<file path="src/rtl/rns_error_poly_stream_if.sv">
// Error-BRAM read port and residue output stream of rns_error_poly_stream.
// master = the converter, slave = the BRAM/consumer side.
interface rns_error_poly_stream_if #(
    parameter int LOGN = 13,
    parameter int LOGQ = 54,
    parameter int LOGL = 2,
    parameter int EW   = 6
);
    logic            rd_en;
    logic [LOGN-1:0] rd_addr;
    logic [EW-1:0]   rd_data;
    logic            out_valid;
    logic            out_ready;
    logic [LOGQ-1:0] out_data;
    logic [LOGN-1:0] out_addr;
    logic [LOGL-1:0] out_mod;

    modport master (
        output rd_en, rd_addr,
        input  rd_data,
        output out_valid, out_data, out_addr, out_mod,
        input  out_ready
    );

    modport slave (
        input  rd_en, rd_addr,
        output rd_data,
        input  out_valid, out_data, out_addr, out_mod,
        output out_ready
    );
endinterface

</file>
<file path="src/rtl/rns_error_poly_stream.sv">
// Streams a sign-magnitude error polynomial as residues mod each RNS modulus, with credit-based skid FIFO.
// Optional sticky range flag `err` is built when RNS_ERR_CHECK_EN is defined.
module rns_error_poly_stream #(
    parameter int N           = 8192,
    parameter int LOGN        = 13,
    parameter int LOGQ        = 54,
    parameter int NUM_MODULI  = 4,
    parameter int LOGL        = 2,
    parameter int EW          = 6,
    parameter int BRAM_RD_LAT = 2,
    parameter int FIFO_DEPTH  = 4
) (
    input  logic                       clk,
    input  logic                       rst,
    input  logic                       start,
    input  logic [NUM_MODULI*LOGQ-1:0] q_all,
    output logic                       busy,
    output logic                       done,
`ifdef RNS_ERR_CHECK_EN
    output logic                       err,
`endif
    rns_error_poly_stream_if.master    bus
);
    localparam int PTRW = (FIFO_DEPTH > 1) ? $clog2(FIFO_DEPTH) : 1;
    localparam int CNTW = $clog2(FIFO_DEPTH + 1);

    typedef enum logic [1:0] {S_IDLE, S_RUN, S_DRAIN, S_DONE} state_e;

    typedef struct packed {
        logic [EW-1:0]   word;
        logic [LOGN-1:0] addr;
        logic [LOGL-1:0] mod;
    } entry_t;

    state_e                           state_q, state_d;
    logic [LOGN-1:0]                  addr_q, addr_d;
    logic [LOGL-1:0]                  mod_q, mod_d;
    logic [BRAM_RD_LAT-1:0]           pv_q, pv_d;
    logic [BRAM_RD_LAT-1:0][LOGN-1:0] pa_q, pa_d;
    logic [BRAM_RD_LAT-1:0][LOGL-1:0] pm_q, pm_d;
    logic [PTRW-1:0]                  wr_ptr_q, wr_ptr_d, rd_ptr_q, rd_ptr_d;
    logic [CNTW-1:0]                  count_q, count_d;
    entry_t                           fifo_mem_q [FIFO_DEPTH];

    int              inflight;
    logic            rd_en, last_rd, push, pop, out_valid, range_bad;
    entry_t          head;
    logic [LOGQ-1:0] q_sel, mag, conv;

    always_comb begin
        // NOTE: every always_comb output gets a default first so no path can infer a latch.
        inflight = 0;
        for (int k = 0; k < BRAM_RD_LAT; k++) inflight += int'(pv_q[k]);

        rd_en     = (state_q == S_RUN) && ((inflight + int'(count_q)) < FIFO_DEPTH);
        last_rd   = (addr_q == LOGN'(N - 1)) && (mod_q == LOGL'(NUM_MODULI - 1));
        push      = pv_q[BRAM_RD_LAT-1];
        out_valid = (count_q != '0);
        pop       = out_valid && bus.out_ready;

        pv_d[0] = rd_en;
        pa_d[0] = addr_q;
        pm_d[0] = mod_q;
        for (int k = 1; k < BRAM_RD_LAT; k++) begin
            pv_d[k] = pv_q[k-1];
            pa_d[k] = pa_q[k-1];
            pm_d[k] = pm_q[k-1];
        end

        addr_d = addr_q;
        mod_d  = mod_q;
        if (state_q == S_IDLE && start) begin
            addr_d = '0;
            mod_d  = '0;
        end else if (rd_en) begin
            addr_d = (addr_q == LOGN'(N - 1)) ? '0 : addr_q + 1'b1;
            if (addr_q == LOGN'(N - 1))
                mod_d = (mod_q == LOGL'(NUM_MODULI - 1)) ? '0 : mod_q + 1'b1;
        end

        wr_ptr_d = wr_ptr_q;
        rd_ptr_d = rd_ptr_q;
        if (push) wr_ptr_d = (wr_ptr_q == PTRW'(FIFO_DEPTH - 1)) ? '0 : wr_ptr_q + 1'b1;
        if (pop)  rd_ptr_d = (rd_ptr_q == PTRW'(FIFO_DEPTH - 1)) ? '0 : rd_ptr_q + 1'b1;
        case ({push, pop})
            2'b10:   count_d = count_q + 1'b1;
            2'b01:   count_d = count_q - 1'b1;
            default: count_d = count_q;
        endcase

        // DRAIN looks at next-cycle occupancy so done follows the last pop directly.
        state_d = state_q;
        case (state_q)
            S_IDLE:  if (start) state_d = S_RUN;
            S_RUN:   if (rd_en && last_rd) state_d = S_DRAIN;
            S_DRAIN: if (count_d == '0 && pv_d == '0) state_d = S_DONE;
            S_DONE:  state_d = S_IDLE;
            default: state_d = S_IDLE;
        endcase
    end

    always_comb begin
        head  = fifo_mem_q[rd_ptr_q];
        mag   = LOGQ'(head.word[EW-2:0]);
        q_sel = '0;
        for (int i = 0; i < NUM_MODULI; i++)
            if (head.mod == LOGL'(i)) q_sel = q_all[i*LOGQ +: LOGQ];
`ifdef RNS_ERR_CHECK_EN
        range_bad = (mag >= q_sel);
`else
        range_bad = 1'b0;
`endif
        // Negative zero maps to 0, never to q_i.
        if (range_bad)                 conv = '0;
        else if (!head.word[EW-1])     conv = mag;
        else if (mag == '0)            conv = '0;
        else                           conv = q_sel - mag;
    end

    always_ff @(posedge clk) begin
        if (!rst) begin
            state_q  <= S_IDLE;
            addr_q   <= '0;
            mod_q    <= '0;
            pv_q     <= '0;
            pa_q     <= '0;
            pm_q     <= '0;
            wr_ptr_q <= '0;
            rd_ptr_q <= '0;
            count_q  <= '0;
        end else begin
            state_q  <= state_d;
            addr_q   <= addr_d;
            mod_q    <= mod_d;
            pv_q     <= pv_d;
            pa_q     <= pa_d;
            pm_q     <= pm_d;
            wr_ptr_q <= wr_ptr_d;
            rd_ptr_q <= rd_ptr_d;
            count_q  <= count_d;
        end
    end

    // NOTE: FIFO storage has no reset; count_q gates every use of it, so flushing the pointers is enough.
    always_ff @(posedge clk) begin
        if (push) fifo_mem_q[wr_ptr_q] <= '{word: bus.rd_data, addr: pa_q[BRAM_RD_LAT-1], mod: pm_q[BRAM_RD_LAT-1]};
    end

`ifdef RNS_ERR_CHECK_EN
    logic err_q, err_d;
    always_comb err_d = err_q | (pop & range_bad);
    always_ff @(posedge clk) begin
        if (!rst) err_q <= 1'b0;
        else      err_q <= err_d;
    end
    assign err = err_q;
`endif

    assign busy          = (state_q == S_RUN) || (state_q == S_DRAIN);
    assign done          = (state_q == S_DONE);
    assign bus.rd_en     = rd_en;
    assign bus.rd_addr   = addr_q;
    assign bus.out_valid = out_valid;
    assign bus.out_data  = out_valid ? conv : '0;
    assign bus.out_addr  = out_valid ? head.addr : '0;
    assign bus.out_mod   = out_valid ? head.mod : '0;
endmodule

</file>
<file path="src/flat_wrapper.sv">
// flat-port wrapper written by rule: the top's interface ports become plain ports
module rns_error_poly_stream_flat 
#(
    parameter int N           = 8192,
    parameter int LOGN        = 13,
    parameter int LOGQ        = 54,
    parameter int NUM_MODULI  = 4,
    parameter int LOGL        = 2,
    parameter int EW          = 6,
    parameter int BRAM_RD_LAT = 2,
    parameter int FIFO_DEPTH  = 4
)
  (clk, rst, start, q_all, busy, done, bus_rd_en, bus_rd_addr, bus_rd_data, bus_out_valid, bus_out_data, bus_out_addr, bus_out_mod, bus_out_ready);
  rns_error_poly_stream_if #(.LOGN(LOGN), .LOGQ(LOGQ), .LOGL(LOGL), .EW(EW)) bus_i ();
  input  logic clk;
  input  logic rst;
  input  logic start;
  input  logic [NUM_MODULI*LOGQ-1:0] q_all;
  output logic busy;
  output logic done;
  output wire logic [$bits(bus_i.rd_en)-1:0] bus_rd_en;
  output wire logic [$bits(bus_i.rd_addr)-1:0] bus_rd_addr;
  input wire logic [$bits(bus_i.rd_data)-1:0] bus_rd_data;
  output wire logic [$bits(bus_i.out_valid)-1:0] bus_out_valid;
  output wire logic [$bits(bus_i.out_data)-1:0] bus_out_data;
  output wire logic [$bits(bus_i.out_addr)-1:0] bus_out_addr;
  output wire logic [$bits(bus_i.out_mod)-1:0] bus_out_mod;
  input wire logic [$bits(bus_i.out_ready)-1:0] bus_out_ready;
  assign bus_rd_en = bus_i.rd_en;
  assign bus_rd_addr = bus_i.rd_addr;
  assign bus_i.rd_data = bus_rd_data;
  assign bus_out_valid = bus_i.out_valid;
  assign bus_out_data = bus_i.out_data;
  assign bus_out_addr = bus_i.out_addr;
  assign bus_out_mod = bus_i.out_mod;
  assign bus_i.out_ready = bus_out_ready;
  rns_error_poly_stream #(.N(N), .LOGN(LOGN), .LOGQ(LOGQ), .NUM_MODULI(NUM_MODULI), .LOGL(LOGL), .EW(EW), .BRAM_RD_LAT(BRAM_RD_LAT), .FIFO_DEPTH(FIFO_DEPTH)) u_core (.clk(clk), .rst(rst), .start(start), .q_all(q_all), .busy(busy), .done(done), .bus(bus_i));
endmodule
</file>
<file path="config.mk">
export PLATFORM = sky130hd
export DESIGN_NAME = rns_error_poly_stream_flat
export DESIGN_NICKNAME = d
export VERILOG_FILES = /design/src/rtl/rns_error_poly_stream_if.sv /design/src/rtl/rns_error_poly_stream.sv /design/src/flat_wrapper.sv
export SDC_FILE = /design/constraint.sdc
export NUM_CORES = 1
export LEC_CHECK = 0
export CAP_MARGIN = 10
export CORE_ASPECT_RATIO = 0.7
export CORE_MARGIN = 1
export CORE_UTILIZATION = 50
export CTS_CLUSTER_SIZE = 25
export DETAILED_ROUTE_END_ITERATION = 8
export DONT_BUFFER_PORTS = 1
export GPL_TIMING_DRIVEN = 0
export PLACE_DENSITY = 0.64
export RECOVER_POWER = 50
export SLEW_MARGIN = 30
export SYNTH_ARGS = -nofsm -noshare
export SYNTH_HDL_FRONTEND = slang
export SYNTH_SLANG_ARGS = --single-unit
</file>
<file path="constraint.sdc">
create_clock -name clk -period 16.85 [get_ports clk]
set_clock_uncertainty 0.2 [all_clocks]
set_input_delay 1.685 -clock clk [delete_from_list [all_inputs] [get_ports clk]]
set_output_delay 1.685 -clock clk [all_outputs]
set_load 0.01 [all_outputs]
</file>
==> flow_metrics.tcl, run 1 <==
set metrics [dict create \
    slew_viol_final 88 \
    finalNetCount 1093 \
    setup_tns_ps 0 \
    syn2layout_area_growth_pct 9.96 \
    cts_max_path_buffers 2 \
    path_delay_family "buffers and inverters" \
    grt_pass1_wl_mm 36.9 \
    endpoint_kind "output pin" \
    power.density_mw_per_mm2 132 \
    htreeDepth 4 \
    post_cts_buffers 0 \
    fmax_mhz 104 \
    core_mm2 0.0173 \
    synth_area_leaders "edfxtp_1, mux2i_1, dfxtp_1" \
    setup_violations 0 \
    layout-drive-gt1-share 0.150 \
    reg2reg_depth 14 \
    viasPerCell 6.12 \
    drcViolationCount 0 \
    dieArea_mm2 0.0185 \
    path_depth 21 \
    worstMarginPinSlew_ps 1620 \
    rsz0062_at_grt "false" \
    timing.hold.ws_ps 236 \
    cp.buffers_inverters 10 \
    initial_core_util 0.517 \
    antenna_left 0 \
    ys_types 59 \
    grt_pass1_vias 6447 \
    holdBufCountCts 0 \
    dr.pass1.iters 5 \
    synth_seq_area_share 0.411 \
    async_reset_ff_frac 0 \
    ys.flop_type "edfxtp_1" \
    synth_top_area_share 0.282 \
    rows 40 \
    startpoint_type "flop" \
    wl_per_cell_um 23.0 \
    clock_sinks 142 \
    synth_edf_count 84 \
    grt_max_degree 22 \
    wl_mm 25.1 \
    slowest_stage "clkbuf_1" \
    status "finished with violations" \
    worstPathArrival_ps 7700 \
    rr_endpoint "u_core.state_q[0]" \
    postSynthAreaPerCell_um2 10.8 \
    place_hpwl_mm 19.6 \
    track_usage 0.269 \
    p_leak_nw 3.65 \
    ioPinCount 312 \
    postSynthCellCount 826 \
    crit_type "reg2out" \
    route.vias.total 6682 \
    portBuffers 0 \
    cts_resized 0 \
    violations "max-capacitance violations, max-slew violations" \
    vdd_ir_drop_max_v 0.0000820 \
    hold_path_class "reg2reg" \
    cts_tree "done" \
    ff2ff_setup_slack_ps 13060 \
    ys_seq_elements 142 \
    dieWidth_um 162 \
    endpoint "bus_out_data[29]" \
    dr.first_iter.drc_count 415 \
    cts_buffers 17 \
    syn-num-nets 1074 \
    crit_fanout 10 \
    dp.cells 1057 \
    slew_headroom -0.0800 \
    r2r-start "u_core.count_q[0]" \
    yosys_warnings 0 \
    yosysTopAreaCell "edfxtp_1" \
    max_stage_delay_ps 620 \
    hold_viol 0 \
    clk_latency_ps 410 \
    syn-cell-area_mm2 0.00896 \
    overflow 0 \
    root_buffer "clkbuf_16" \
    crit_chain "clkbuf_1, mux4_2, buf_4, buf_6, buf_6, buf_2, buf_2, buf_1, clkbuf_1, mux4_2, ha_1, nor2b_1, o21ai_0, a21boi_0, o21ai_0, or4b_4, buf_6, nor4_1, buf_2, a31oi_1, nor3_1" \
    antenna_found_initial 2 \
    gp_congestion 0.915 \
    die_y_um 114 \
    max_cap_violations 4 \
    period_minus_slack_ps 9590 \
    cts.clk_slew.worst_paths_ps 50 \
    critPathRequiredTime_ps 14960 \
    fin_crit_sh 0.569 \
    fin_cells 1091 \
]
-- cell usage after synthesis (9+ instances only) --
| master | number |
|---|---|
| nor2b_1 | 9 |
| buf_4 | 16 |
| buf_6 | 9 |
| or3_1 | 10 |
| ha_1 | 20 |
| xor2_1 | 16 |
| dfxtp_1 | 58 |
| a21oi_1 | 25 |
| nand2_1 | 46 |
| nand4_1 | 10 |
| inv_1 | 24 |
| mux2i_1 | 119 |
| clkbuf_1 | 19 |
| nand3_1 | 18 |
| nor2_1 | 85 |
| xnor2_1 | 22 |
| edfxtp_1 | 84 |
| nor3_1 | 22 |
| and2_1 | 56 |
| mux2_2 | 12 |
| mux4_2 | 32 |
| nor4_1 | 11 |
-- layout by cell type, fill, tap and decap left out, types with 7 or more instances in the layout --
cell type	n
edfxtp_1	84
and2_1	52
dfxtp_1	58
a21o_1	7
xor2_1	16
clkbuf_1	22
o21ai_0	7
mux4_2	32
nor3_1	21
buf_6	9
nor2b_1	9
nor2_1	85
nand3_1	18
or3_1	10
clkbuf_16	17
inv_1	24
nand2_1	46
xnor2_1	22
mux2_2	12
mux2i_1	119
buf_4	16
a21oi_1	25
nor4_1	11
ha_1	20
or2_2	7
nand4_1	10
-- per-stage QoR --
step | worst slack (ps) | total power [mW] | area (um2) | utilization
floorplan | 9400 | 0.806 | 8960 | -
detailed placement | 7860 | 0.929 | 9260 | 0.534
finish | 7260 | 1.30 | 9850 | 0.569
global placement | 7970 | 0.914 | 9250 | 0.534
CTS | 7410 | 1.30 | 9840 | 0.568
global route | 6730 | 1.37 | 9850 | 0.569
-- area by class of cell --
class | instances | area (um2)
fill | 1466 | 7470
multi-input combinational | 606 | 4830
sequential | 142 | 3680
clock buffer | 20 | 437
buffer | 54 | 372
tap | 231 | 289
clock inverter | 12 | 146
inverter | 24 | 90.1
antenna | 2 | 5.00
-- cells by family after synthesis --
kind of cell / synth area share
adders and majority gates: 0.0324
buffers and inverters: 0.0514
and+or+nand+nor: 0.185
muxes: 0.230
AOI/OAI and AO/OA: 0.0525
xor gates and xnor gates: 0.0372
DFF: 0.411
-- how the worst min path moves through the flow --
| stage | start | end | slack, ps | cells after the start |
|---|---|---|---|---|
| after global routing | u_core.pa_d[13] | u_core.pa_q[13] | 260 | 1 |
| after global placement | u_core.pa_d[19] | u_core.pa_q[19] | 220 | 1 |
| after CTS | u_core.pa_d[15] | u_core.pa_q[15] | 240 | 1 |
| final | u_core.pa_d[20] | u_core.pa_q[20] | 240 | 1 |
| after detailed placement | u_core.pa_d[15] | u_core.pa_q[15] | 230 | 1 |
| after floorplan | u_core.pa_d[13] | u_core.pa_q[13] | 210 | 1 |
-- worst register-to-register path, delay by kind of cell (launching register included) --
family                     cells  cell delay, ps
AOI/OAI and AO/OA              2             710
xor gates and xnor gates       2             340
buffers and inverters          3             560
adders and majority gates      2             410
and+or+nand+nor                5            1100
DFF                            1             360
-- layer usage --
layer | vias to the layer above | wire (um) | GRT usage | share of wire
met3 | 32 | 2290 | 0.0898 | 0.091
met5 | - | 0 | 0 | 0
met2 | 331 | 10700 | 0.380 | 0.43
met4 | 0 | 427 | 0.0748 | 0.017
met1 | 3263 | 11700 | 0.390 | 0.47
li1 | 3056 | - | - | -
-- report_power, final --
group          switching [mW]  internal, mW
Combinational           0.331         0.206
Clock                   0.138         0.231
Sequential             0.0110         0.381
-- sequential cells by signal, summed over array words and instances, names as in the netlist, named ones only --
register,cells
u_core.bus.rd_addr,13
u_core.count_q,3
u_core.fifo_mem_q,84
u_core.mod_q,2
u_core.pa_d,13
u_core.pa_q,13
u_core.pm_d,2
u_core.pm_q,2
u_core.pv_q,2
u_core.rd_ptr_q,2
u_core.state_q,2
u_core.wr_ptr_q,2
(Power assumes the default switching activity.)
==> run 2: changes to the inputs <==
Clock period 16.85 ns to 9.7 ns, I/O delays scaled along.
==> run 2 against run 1 <==
Worst setup slack worse by 6400 ps. Total power grew 74%. Core utilization is essentially flat. Largest power group unchanged. The run still ends with max-capacitance violations, max-slew violations left. Via count is essentially flat. Largest cell class unchanged. Sequential cell count unchanged. Cell area barely moved.
==> flow_metrics.tcl, run 2 (synthesis results as in run 1) <==
set metrics [dict create \
    status "finished with violations" \
    violations "max-capacitance violations, max-slew violations" \
    post_cts_buffers 0 \
    period_minus_slack_ps 8870 \
    initial_core_util 0.517 \
    fin_cells 1091 \
    cts_tree "done" \
    viasPerCell 6.13 \
    hold_path_class "reg2reg" \
    root_buffer "clkbuf_16" \
    seqPwrFrac 0.302 \
    dr.pass1.iters 5 \
    path_delay_family "buffers and inverters" \
    dieWidth_um 162 \
    r2r-start "u_core.count_q[0]" \
    crit_fanout 10 \
    core_mm2 0.0173 \
    hold_depth 1 \
    route.vias.total 6683 \
    cts_max_path_buffers 2 \
    antenna_found_initial 2 \
    gp_congestion 0.915 \
    worstMarginPinSlew_ps 1610 \
    rr_endpoint "u_core.state_q[0]" \
    track_usage 0.269 \
    startpoint_type "flop" \
    fin_crit_sh 0.915 \
    hold_viol 0 \
    clock_sinks 142 \
    grt_pass1_vias 6447 \
    cts_buffers 17 \
    drcViolationCount 0 \
    overflow 0 \
    dr.first_iter.drc_count 385 \
    crit_chain "clkbuf_1, mux4_2, buf_4, buf_6, buf_6, buf_2, buf_2, buf_1, clkbuf_1, mux4_2, ha_1, nor2b_1, o21ai_0, a21boi_0, o21ai_0, or4b_4, buf_6, nor4_1, buf_2, a31oi_1, nor3_1" \
    slew_headroom -0.0735 \
    mostFrequentLayoutCells "mux2i_1, nor2_1, edfxtp_1" \
    rows 40 \
    syn2layout_area_growth_pct 9.97 \
    p_clk_frac 0.284 \
    vdd_ir_drop_max_v 0.000143 \
    fillers 1465 \
    wl_mm 25.1 \
    die_y_um 114 \
    place_hpwl_mm 19.6 \
    holdBufCountCts 0 \
    wl_per_cell_um 23.0 \
    max_cap_violations 3 \
    setup_tns_ps 0 \
    antenna_left 0 \
    p_leak_nw 3.63 \
    worstPathArrival_ps 7700 \
    slowest_stage "clkbuf_1" \
    crit_type "reg2out" \
    switchingPower_mw 0.833 \
    htreeDepth 4 \
    pwr-share-comb 0.414 \
    internal_power_mw 1.42 \
    clk_latency_ps 410 \
    cts_resized 0 \
    regMostFlops "u_core.fifo_mem_q" \
    power.density_mw_per_mm2 229 \
    dp.cells 1057 \
    endpoint_kind "output pin" \
    cts.clk_slew.worst_paths_ps 50 \
    grt_pass1_wl_mm 36.9 \
    critPathRequiredTime_ps 8530 \
    portBuffers 0 \
    swShare 0.370 \
    layout_commonest_cell "mux2i_1" \
    ff2ff_setup_slack_ps 5900 \
    slew_viol_final 66 \
    rsz0062_at_grt "false" \
    finalNetCount 1093 \
    dieArea_mm2 0.0185 \
    largest_reg_flops 84 \
    cp.buffers_inverters 10 \
    fmax_mhz 113 \
    worstHoldStart "u_core.pa_d[20]" \
    ioPinCount 312 \
    reg2reg_depth 14 \
    layout-drive-gt1-share 0.152 \
    grt_max_degree 22 \
    hold_end "u_core.pa_q[20]" \
    setup_violations 0 \
    max_stage_delay_ps 630 \
]
==> run 2: changes by cell type in the layout (fill, tap and decap cells not counted) <==
| cell | before | now |
|---|---|---|
| and2_0 | 4 | 25 |
| and2_2 | 0 | 1 |
| and2_1 | 52 | 30 |
==> run 2: power groups by stage <==
stage	registers, mW	logic [mW]	clock network, mW
floorplan	0.686	0.714	0
global placement	0.690	0.897	0
detailed placement	0.692	0.921	0
CTS	0.680	0.927	0.647
global route	0.683	1.01	0.680
finish	0.680	0.934	0.641
==> run 2: worst max-delay path by stage <==
stage,from,end,depth (start not counted)
2_1_floorplan,flop,bus_out_data[47],20
3_3_place_gp,flop,bus_out_data[29],21
3_5_place_dp,flop,bus_out_data[29],21
4_1_cts,flop,bus_out_data[29],21
5_1_grt,flop,bus_out_data[29],21
6_report,flop,bus_out_data[29],21
==> run 2: routing by layer <==
metal | wire length [um] | up-vias | part of all wire | global-route usage
li1 | - | 3051 | - | -
met2 | 10700 | 315 | 0.43 | 0.380
met5 | 0 | - | 0 | 0
met3 | 2310 | 31 | 0.092 | 0.0898
met4 | 401 | 0 | 0.016 | 0.0748
met1 | 11700 | 3286 | 0.46 | 0.390
==> run 2: layout make-up <==
| class | instances | area [um2] | share of cell area |
|---|---|---|---|
| Buffer | 54 | 372 | 0.0377 |
| Tap cell | 231 | 289 | 0.0293 |
| Clock buffer | 20 | 437 | 0.0443 |
| Clock inverter | 12 | 146 | 0.0149 |
| Multi-Input combinational cell | 606 | 4830 | 0.490 |
| Inverter | 24 | 90.1 | 0.00915 |
| Sequential cell | 142 | 3680 | 0.374 |
| Antenna cell | 2 | 5.00 | 0.000508 |
==> run 2: metrics by stage <==
stage               hold WS, ps  total power [mW]  cell area (um2)  utilization  worst slack (ps)
floorplan                   212              1.40             8960            -              2970
global placement            223              1.59             9250        0.534              1540
detailed placement          226              1.61             9260        0.534              1430
CTS                         239              2.25             9840        0.568               976
global route                256              2.37             9850        0.569               297
finish                      237              2.26             9850        0.569               827
==> run 2: worst reg2reg max path, stage by stage (launching register included) <==
cell,delay (ps)
dfxtp_1,360
nor3_2,600
inv_1,390
nand2_1,240
inv_1,90
ha_1,230
inv_1,80
fa_1,180
xor2_1,150
nor2_1,70
xnor2_1,190
nand2_1,90
a222oi_1,450
nor2_1,100
a211oi_1,280
